===== src/rtl/uart_rx_pkg.sv =====
`default_nettype none
// ============================================================================
//  Module   : uart_rx_pkg
//  Purpose  : Shared constants and helpers for the UART receive path:
//             default oversampling ratio, bit counter width, frame index
//             constants and the 2-of-3 majority vote used on mid-bit samples.
//  Revision : 1.0  initial release
// ============================================================================
package uart_rx_pkg;

    // Oversampling ratio (clk cycles per UART bit) and bit counter width
    localparam int PRESCALE_DEF = 8;
    localparam int BIT_W_DEF    = 4;

    // Frame layout: start bit, 8 data bits, optional parity bit, stop bit
    localparam int START_IDX      = 0;
    localparam int DATA_BITS      = 8;
    localparam int STOP_IDX_NOPAR = START_IDX + DATA_BITS + 1;
    localparam int STOP_IDX_PAR   = STOP_IDX_NOPAR + 1;

    typedef enum logic {
        PAR_NONE = 1'b0,
        PAR_ON   = 1'b1
    } parity_cfg_e;

    // Three mid-bit samples of one UART bit
    typedef logic [2:0] vote_t;

    // Index of the stop bit for a given parity configuration
    function automatic int stop_idx(input parity_cfg_e cfg);
        return (cfg == PAR_ON) ? STOP_IDX_PAR : STOP_IDX_NOPAR;
    endfunction

    // 2-of-3 majority vote
    function automatic logic maj3(input logic a, input logic b, input logic c);
        return (a & b) | (a & c) | (b & c);
    endfunction

endpackage
`default_nettype wire


===== src/rtl/uart_rx_sync2.sv =====
`default_nettype none
// ============================================================================
//  Module   : uart_rx_sync2
//  Purpose  : Two-flop synchroniser for the asynchronous serial line.
//             Both flops reset to 1 so the line reads idle out of reset.
//  Ports    : clk  in  system clock
//             rst  in  asynchronous active-high reset
//             d_i  in  asynchronous input
//             q_o  out synchronised output (d_i delayed by 2 clk)
//  Revision : 1.0  initial release
// ============================================================================
module uart_rx_sync2 (
    input  logic clk,
    input  logic rst,
    input  logic d_i,
    output logic q_o
);

    logic [1:0] sync_q;

    always_ff @(posedge clk or posedge rst) begin
        if (rst) begin
            sync_q <= 2'b11;
        end else begin
            sync_q <= {sync_q[0], d_i};
        end
    end

    assign q_o = sync_q[1];

endmodule
`default_nettype wire


===== src/rtl/uart_rx_sampler.sv =====
`default_nettype none
// ============================================================================
//  Module   : uart_rx_sampler
//  Purpose  : Front end of the UART receiver. Synchronises the RX line, runs
//             the oversampling edge/bit counters and majority-votes three
//             mid-bit samples into sampled_bit.
//  Ports    : clk          in   system clock
//             rst          in   asynchronous active-high reset
//             rx_in        in   raw serial line (idle high)
//             en           in   count/sample enable from RX FSM
//             rx_sync      out  synchronised line (start-bit detect)
//             edge_count   out  oversample phase within current bit
//             bit_count    out  bit index in frame, 0 = start bit
//             sampled_bit  out  majority value of current bit
//             bit_done     out  pulse on last edge of each bit
//             start_glitch out  pulse when the start bit votes 1
//  Revision : 1.0  initial release
// ============================================================================
module uart_rx_sampler
    import uart_rx_pkg::*;
#(
    parameter  int PRESCALE = PRESCALE_DEF,
    parameter  int BIT_W    = BIT_W_DEF,
    localparam int EDGE_W   = $clog2(PRESCALE)
) (
    input  logic              clk,
    input  logic              rst,
    input  logic              rx_in,
    input  logic              en,
    output logic              rx_sync,
    output logic [EDGE_W-1:0] edge_count,
    output logic [BIT_W-1:0]  bit_count,
    output logic              sampled_bit,
    output logic              bit_done,
    output logic              start_glitch
);

    localparam int MID = PRESCALE / 2;

    localparam logic [EDGE_W-1:0] EDGE_LAST = EDGE_W'(PRESCALE - 1);
    localparam logic [EDGE_W-1:0] EDGE_PRE  = EDGE_W'(PRESCALE - 2);
    localparam logic [EDGE_W-1:0] EDGE_S0   = EDGE_W'(MID - 1);
    localparam logic [EDGE_W-1:0] EDGE_S1   = EDGE_W'(MID);
    localparam logic [EDGE_W-1:0] EDGE_S2   = EDGE_W'(MID + 1);
    localparam logic [EDGE_W-1:0] EDGE_VOTE = EDGE_W'(MID + 2);
    localparam logic [BIT_W-1:0]  BIT_START = BIT_W'(START_IDX);

    logic [EDGE_W-1:0] edge_q, edge_d;
    logic [BIT_W-1:0]  bitc_q, bitc_d;
    vote_t             vote_q, vote_d;
    logic              sampled_q, sampled_d;
    logic              done_q, done_d;
    logic              glitch_q, glitch_d;
    logic              vote_maj;

    uart_rx_sync2 u_sync (
        .clk (clk),
        .rst (rst),
        .d_i (rx_in),
        .q_o (rx_sync)
    );

    assign vote_maj = maj3(vote_q[0], vote_q[1], vote_q[2]);

    always_comb begin
        // Disabled: counters clear, partial vote discarded, sampled_bit holds
        edge_d    = '0;
        bitc_d    = '0;
        vote_d    = 3'b111;
        sampled_d = sampled_q;
        done_d    = 1'b0;
        glitch_d  = 1'b0;
        if (en) begin
            edge_d = (edge_q == EDGE_LAST) ? '0 : edge_q + EDGE_W'(1);
            bitc_d = (edge_q == EDGE_LAST) ? bitc_q + BIT_W'(1) : bitc_q;
            vote_d = vote_q;
            if (edge_q == EDGE_S0) vote_d[0] = rx_sync;
            if (edge_q == EDGE_S1) vote_d[1] = rx_sync;
            if (edge_q == EDGE_S2) vote_d[2] = rx_sync;
            if (edge_q == EDGE_VOTE) begin
                sampled_d = vote_maj;
                glitch_d  = (bitc_q == BIT_START) && vote_maj;
            end
            // Registered one cycle early so the pulse lines up with EDGE_LAST
            done_d = (edge_q == EDGE_PRE);
        end
    end

    always_ff @(posedge clk or posedge rst) begin
        if (rst) begin
            edge_q    <= '0;
            bitc_q    <= '0;
            vote_q    <= 3'b111;
            sampled_q <= 1'b1;
            done_q    <= 1'b0;
            glitch_q  <= 1'b0;
        end else begin
            edge_q    <= edge_d;
            bitc_q    <= bitc_d;
            vote_q    <= vote_d;
            sampled_q <= sampled_d;
            done_q    <= done_d;
            glitch_q  <= glitch_d;
        end
    end

    assign edge_count   = edge_q;
    assign bit_count    = bitc_q;
    assign sampled_bit  = sampled_q;
    // en dropping in the last-edge cycle suppresses the pulse (en wins)
    assign bit_done     = done_q & en;
    assign start_glitch = glitch_q;

endmodule
`default_nettype wire


===== config.mk =====
export PLATFORM = sky130hd
export DESIGN_NAME = uart_rx_sampler
export DESIGN_NICKNAME = d
export VERILOG_FILES = /design/src/rtl/uart_rx_pkg.sv /design/src/rtl/uart_rx_sync2.sv /design/src/rtl/uart_rx_sampler.sv
export SDC_FILE = /design/constraint.sdc
export NUM_CORES = 1
export LEC_CHECK = 0
export CAP_MARGIN = 20
export CORE_UTILIZATION = 40
export DETAILED_ROUTE_END_ITERATION = 10
export PLACE_DENSITY = 0.76
export SLEW_MARGIN = 0
export SYNTH_ARGS = -nofsm -noshare
export SYNTH_HDL_FRONTEND = slang
export SYNTH_SLANG_ARGS = --single-unit
export TNS_END_PERCENT = 10

===== constraint.sdc =====
create_clock -name clk -period 2.2 [get_ports clk]
set_input_delay 0.66 -clock clk [delete_from_list [all_inputs] [get_ports clk]]
set_output_delay 0.66 -clock clk [all_outputs]
set_load 0.02 [all_outputs]

After elaboration in Yosys (flattened, before gate mapping). Cells that the tools add are included.

Register bits after elaboration: 15. Input bits: 4. Output and inout port bits: 11.

Add/subtract/negate cells: 2. Equal/unequal tests: 9. Muxes and demuxes: 11. Bitwise operators: 6. Reductions and logical operators: 3.

Operators with widths (number): == test 3 bit, second input constant (4); 2-to-1 mux 3 bit (3); 2-to-1 mux 4 bit (2); inequality test 2 x 1 -> 1 bit, second input constant (4); 2-to-1 mux 1 bit (6); adder 4 x 1 -> 4 bit, second input constant (1); AND 1 bit (4); zero test 4 bit (1); adder 3 x 1 -> 3 bit, second input constant (1); == test 3 x 2 -> 1 bit, second input constant (1); OR 1 bit (2); AND reduction 2 bit (1); logical AND 1 bit (1).

Logic depth before layout (Yosys ltp).
Depth after elaboration: 6. Gate-level depth with buffers: 5. Mapped depth without buffers: 5.

Modules after synthesis. Synthesis repeated with hierarchy kept, for this count alone.

Cells, all modules: 60. Area, all modules: 713.2 um^2.

Modules (own cells, without submodules): uart_rx_sampler (times used 1, cells each 57, area an instance 656.9 um^2, sequential area each 330.3 um^2); uart_rx_sync2 (times used 1, cells each 3, area an instance 56.3 um^2, sequential area each 52.6 um^2).

Worst setup path before layout. No wires, ideal clock.

Path type: input-to-output. Start point: in en. End point: out bit_done. Arrival time: 1117 ps. Required time: 1540 ps. Slack: 423 ps. Stages on the path: 2. Path buffers: 1. Cell sequence: clkbuf_1 > and2_1.

Longest elaborated chain between the ends: 1.

RTL lines: start, declared (line uart_rx_sampler.sv:29) `input logic en,`; AND 1 bit (line uart_rx_sampler.sv:111) `assign bit_done = done_q & en;`; end, declared (line uart_rx_sampler.sv:34) `output logic bit_done,`.

No other way between the ends.

Final worst setup path.
Start point: reg u_sync.sync_q[1]. End point: out rx_sync.

RTL lines: start, declared (line uart_rx_sync2.sv:19) `logic [1:0] sync_q;`; start signal, assigned (line uart_rx_sync2.sv:25) `sync_q <= {sync_q[0], d_i};`; end, declared (line uart_rx_sampler.sv:30) `output logic rx_sync,`.

No word-level cell between the ends.

==> results.md <==
Placement:
- Before CTS, the worst setup slack after placement is -0.330 ns.
- Summing all placed instances gives a cell area of 873 um^2.
- The post-DP HPWL is 922 um.
- During placement, the flow inserted port buffers numbering 14.
- Counting tap cells, the placed design contains a total of 89 instances.
- At the end of routability-driven placement, the weighted congestion stood at 0.631.

Setup path:
- The launch instance of the worst register-to-register path is edge_count[0]$_DFF_PP0_.
- The critical path goes through clkdlybuf4s50_1.
- The master of the slowest instance on the critical path is sky130_fd_sc_hd__clkdlybuf4s50_1.
- Data on the critical path arrives at its endpoint at 1.46 ns.
- In this run the number of cells on the critical path is 1.
- The worst reg2reg path depth is 5.
- The buffer and inverter count on the worst path is 1.
- Among cell families on the critical path, the largest total delay comes from buffers and inverters.
- The sort of element at the end of the critical path is an output port.
- Across all register-to-register paths, the minimum setup slack is 0.72 ns.
- The end of the worst register-to-register path is bit_count[3]$_DFFE_PP0P_.
- The class of the most critical setup path is reg -> out.
- For this run, the slowest stage of the critical path takes 0.60 ns.
- The maximum net fanout on the critical path is 4.
- In this run the worst setup path begins at u_sync.sync_q[1]$_DFF_PP1_.
- The worst setup path is launched from a register.
- STA puts the critical path data required time at 1.54 ns.

Finish:
- The number of antenna diodes in the final layout is 0.
- The post-route core utilization is 0.568.
- The fill cell instance count of the final layout is 132.
- The final design instance area without fill is 896 um^2.
- Of the cells placed in the final design, the portion with a size suffix greater than 1 is 0.208.
- The count of cells in the finished layout, fillers not included, comes to 93.
- The synthesis-to-finish area growth is 26.3%.
- The final layout contains 90 nets.
- The area taken by flip-flops and latches is 383 um^2.
- Summing all multi-input logic gate instances after layout gives 300 um^2.

Route:
- The detail route stage leaves a number of antenna-violating nets equal to 0.
- The first detailed-routing pass took 6 iterations.
- The overall via count from detail_route is 465.
- After detailed routing, the number of remaining DRC violations is 0.
- The via count normalized by instance count is 5.00.
- The wire length per cell after detailed routing is 13.4 um.
- In this run, the number of DRC markers left after iteration 0 of detailed routing was 5.
- The overall routed net length is 1250 um.

STA:
- The final number of max-transition violations came to 0.
- Setup repair after global routing left no endpoint under its margin.
- Hold timing on the final database bottoms out at a slack of 0.368 ns.
- On the final layout, the worst clock skew is 0.00231 ns.
- Measured against its own limit, the worst slew margin works out to 0.620.
- The worst path in the final design needs a cycle of 2.12 ns, including I/O delays and setup.
- Setup total negative slack on the finished layout was measured at 0 ns.
- Setup violations remaining at the end of the flow were counted as 0.
- The slew at the pin closest to its max-slew limit is 0.569 ns.
- The number of endpoints with negative hold slack in the final report is 0.
- Timing would allow up to 472 MHz.
- In the finished design, the share of the clock period the worst path needs comes to 0.962.
- The setup slack of the critical path after layout is 0.0827 ns.

Power and ir drop:
- IR analysis of the VDD net gives a maximum drop of 0.323 mV.
- Summed over all cells, the static leakage comes to 0.415 nW.
- The power density of the placed cells is 614 mW/mm^2.
- The completed layout was analyzed and its total power is 0.550 mW.

Synthesis:
- After synthesis, the netlist uses 20 different library cells.
- Synthesis produced 59 cells.
- After synthesis the cells add up to 709 um^2.
- The synthesized design spends more area on one cell type than any other, namely sky130_fd_sc_hd__dfrtp_1.
- The warning count from the yosys run is 0.
- The part of the Yosys area used for sequential elements is 0.540.
- The number of nets in the synthesized netlist is 71.
- The share of synthesized area in the top cell type comes to 0.317.
- The count of state elements after synthesis is 15.
- A synthesized cell averages 12.0 um^2.
- By area the synthesized netlist is led by sky130_fd_sc_hd__dfrtp_1 (32%), sky130_fd_sc_hd__dfstp_2 (22%), sky130_fd_sc_hd__ha_1 (14%), sky130_fd_sc_hd__and2_1 (3.5%), sky130_fd_sc_hd__inv_1 (3.2%).

Clocking:
- The number of setup buffers added after CTS is 0.
- The clock tree buffer depth is 2.
- Counting the buffers created by CTS gives 3.
- The clock drives 15 sinks.
- The clock-pin slew reported for the worst setup and hold paths after clock tree synthesis is 0.09 ns.
- The total of hold buffers inserted after clock tree synthesis is 0.
- TritonCTS built the clock tree.
- The latest clock arrival within the worst-skew pair is 0.29 ns.
- The count of H-tree levels built during CTS is 1.
- In this run the clock root is driven by a sky130_fd_sc_hd__clkbuf_4.
- The number of resized instances in the post-cts repair step is 3.

GRT:
- Summed over all layers, the global routing overflow is 0.
- The number of antenna violations at the first check in global routing is 0.
- Entering global routing, the biggest net connects 16 pins.
- The via count of the first global-routing pass was 474.
- The first global-routing pass estimated 1990 um of wire.
- For this run, the total global-route usage over all layers was measured as 0.155.

Floorplan:
- In this run the vertical extent of the chip is 44.1 um.
- The die span in x is 44.1 um.
- The die outline area is 0.00195 mm^2.
- The core region area is 0.00158 mm^2.
- The initial utilization of the core area, before any placement, comes to 0.450.
- During I/O placement, the number of pins put on the boundary was 15.
- The initialized floorplan defines 14 standard-cell rows.

Outcome:
- The run finished with clean final reports.

Worst hold path:
- The end of the worst hold path is u_sync.sync_q[1]$_DFF_PP1_.
- The worst hold path belongs to the class reg -> reg.
- The number of instances on the worst hold path is 0.
- The worst hold path startpoint is u_sync.sync_q[0]$_DFF_PP1_.

Job:
- The count of maximum capacitance violations is 0.
==> cells in the mapped netlist <==
cell	number
sky130_fd_sc_hd__nor2b_1	2
sky130_fd_sc_hd__and3b_1	1
sky130_fd_sc_hd__clkbuf_1	1
sky130_fd_sc_hd__xnor2_1	2
sky130_fd_sc_hd__inv_1	6
sky130_fd_sc_hd__nand2_1	6
sky130_fd_sc_hd__dfstp_2	6
sky130_fd_sc_hd__maj3_2	1
sky130_fd_sc_hd__mux2i_1	2
sky130_fd_sc_hd__dfrtp_1	9
sky130_fd_sc_hd__nor3b_1	1
sky130_fd_sc_hd__and4_2	1
sky130_fd_sc_hd__and2_1	4
sky130_fd_sc_hd__mux2_4	1
sky130_fd_sc_hd__and3_4	1
sky130_fd_sc_hd__nand3_1	4
sky130_fd_sc_hd__xor2_1	1
sky130_fd_sc_hd__ha_1	8
sky130_fd_sc_hd__nand4_1	1
sky130_fd_sc_hd__nor2_1	1
==> per-layer routing <==
layer / GRT usage / up-vias / share of wire
li1: - / 227 / -
met1: 0.160 / 220 / 0.45
met2: 0.256 / 13 / 0.47
met3: 0.0490 / 5 / 0.039
met4: 0.127 / 0 / 0.032
met5: 0 / - / 0
==> state kept, by name, summed over array words and instances (netlist names) <==
register	flops
bit_count	4
done_q	1
edge_count	3
sampled_bit	1
start_glitch	1
u_sync.sync_q	2
vote_q	3
==> how the worst max path moves through the flow <==
stage	end	slack (ns)
global placement	bit_done	-0.29
finish	rx_sync	0.08
CTS	bit_done	0.002
floorplan	bit_done	0.42
global route	rx_sync	0.04
detailed placement	bit_done	-0.33
==> cells by family after synthesis <==
group / count (synthesis) / synth area share
buffers and inverters: 7 / 0.0370
multiplexers: 3 / 0.0494
flip-flops: 15 / 0.540
AND/OR/NAND/NOR: 22 / 0.180
adder cells (fa/ha/maj): 9 / 0.157
XOR/XNOR: 3 / 0.0370
==> power breakdown <==
part           internal, mW  switching [mW]
Sequential            0.296          0.0118
Clock                0.0677          0.0921
Combinational        0.0420          0.0399
==> cells in the final DEF, fill, tap and decap left out, types with 2 or more instances in the layout <==
| master | Yosys | final |
|---|---|---|
| sky130_fd_sc_hd__and2_1 | 4 | 4 |
| sky130_fd_sc_hd__xnor2_1 | 2 | 2 |
| sky130_fd_sc_hd__clkdlybuf4s50_1 | 0 | 13 |
| sky130_fd_sc_hd__nand3_1 | 4 | 4 |
| sky130_fd_sc_hd__dfrtp_1 | 9 | 9 |
| sky130_fd_sc_hd__mux2i_1 | 2 | 2 |
| sky130_fd_sc_hd__inv_1 | 6 | 6 |
| sky130_fd_sc_hd__nor2b_1 | 2 | 2 |
| sky130_fd_sc_hd__nand2_1 | 6 | 6 |
| sky130_fd_sc_hd__clkbuf_4 | 0 | 3 |
| sky130_fd_sc_hd__ha_1 | 8 | 8 |
| sky130_fd_sc_hd__dfstp_2 | 6 | 6 |
==> final cells by class <==
class / count / share of cell area
Clock buffer: 3 / 0.0251
Multi-Input combinational cell: 37 / 0.335
Timing Repair Buffer: 15 / 0.159
Sequential cell: 15 / 0.427
Inverter: 6 / 0.0251
Tap cell: 16 / 0.0223
Clock inverter: 1 / 0.00559
Note: power is estimated with default switching activity, not from simulation.
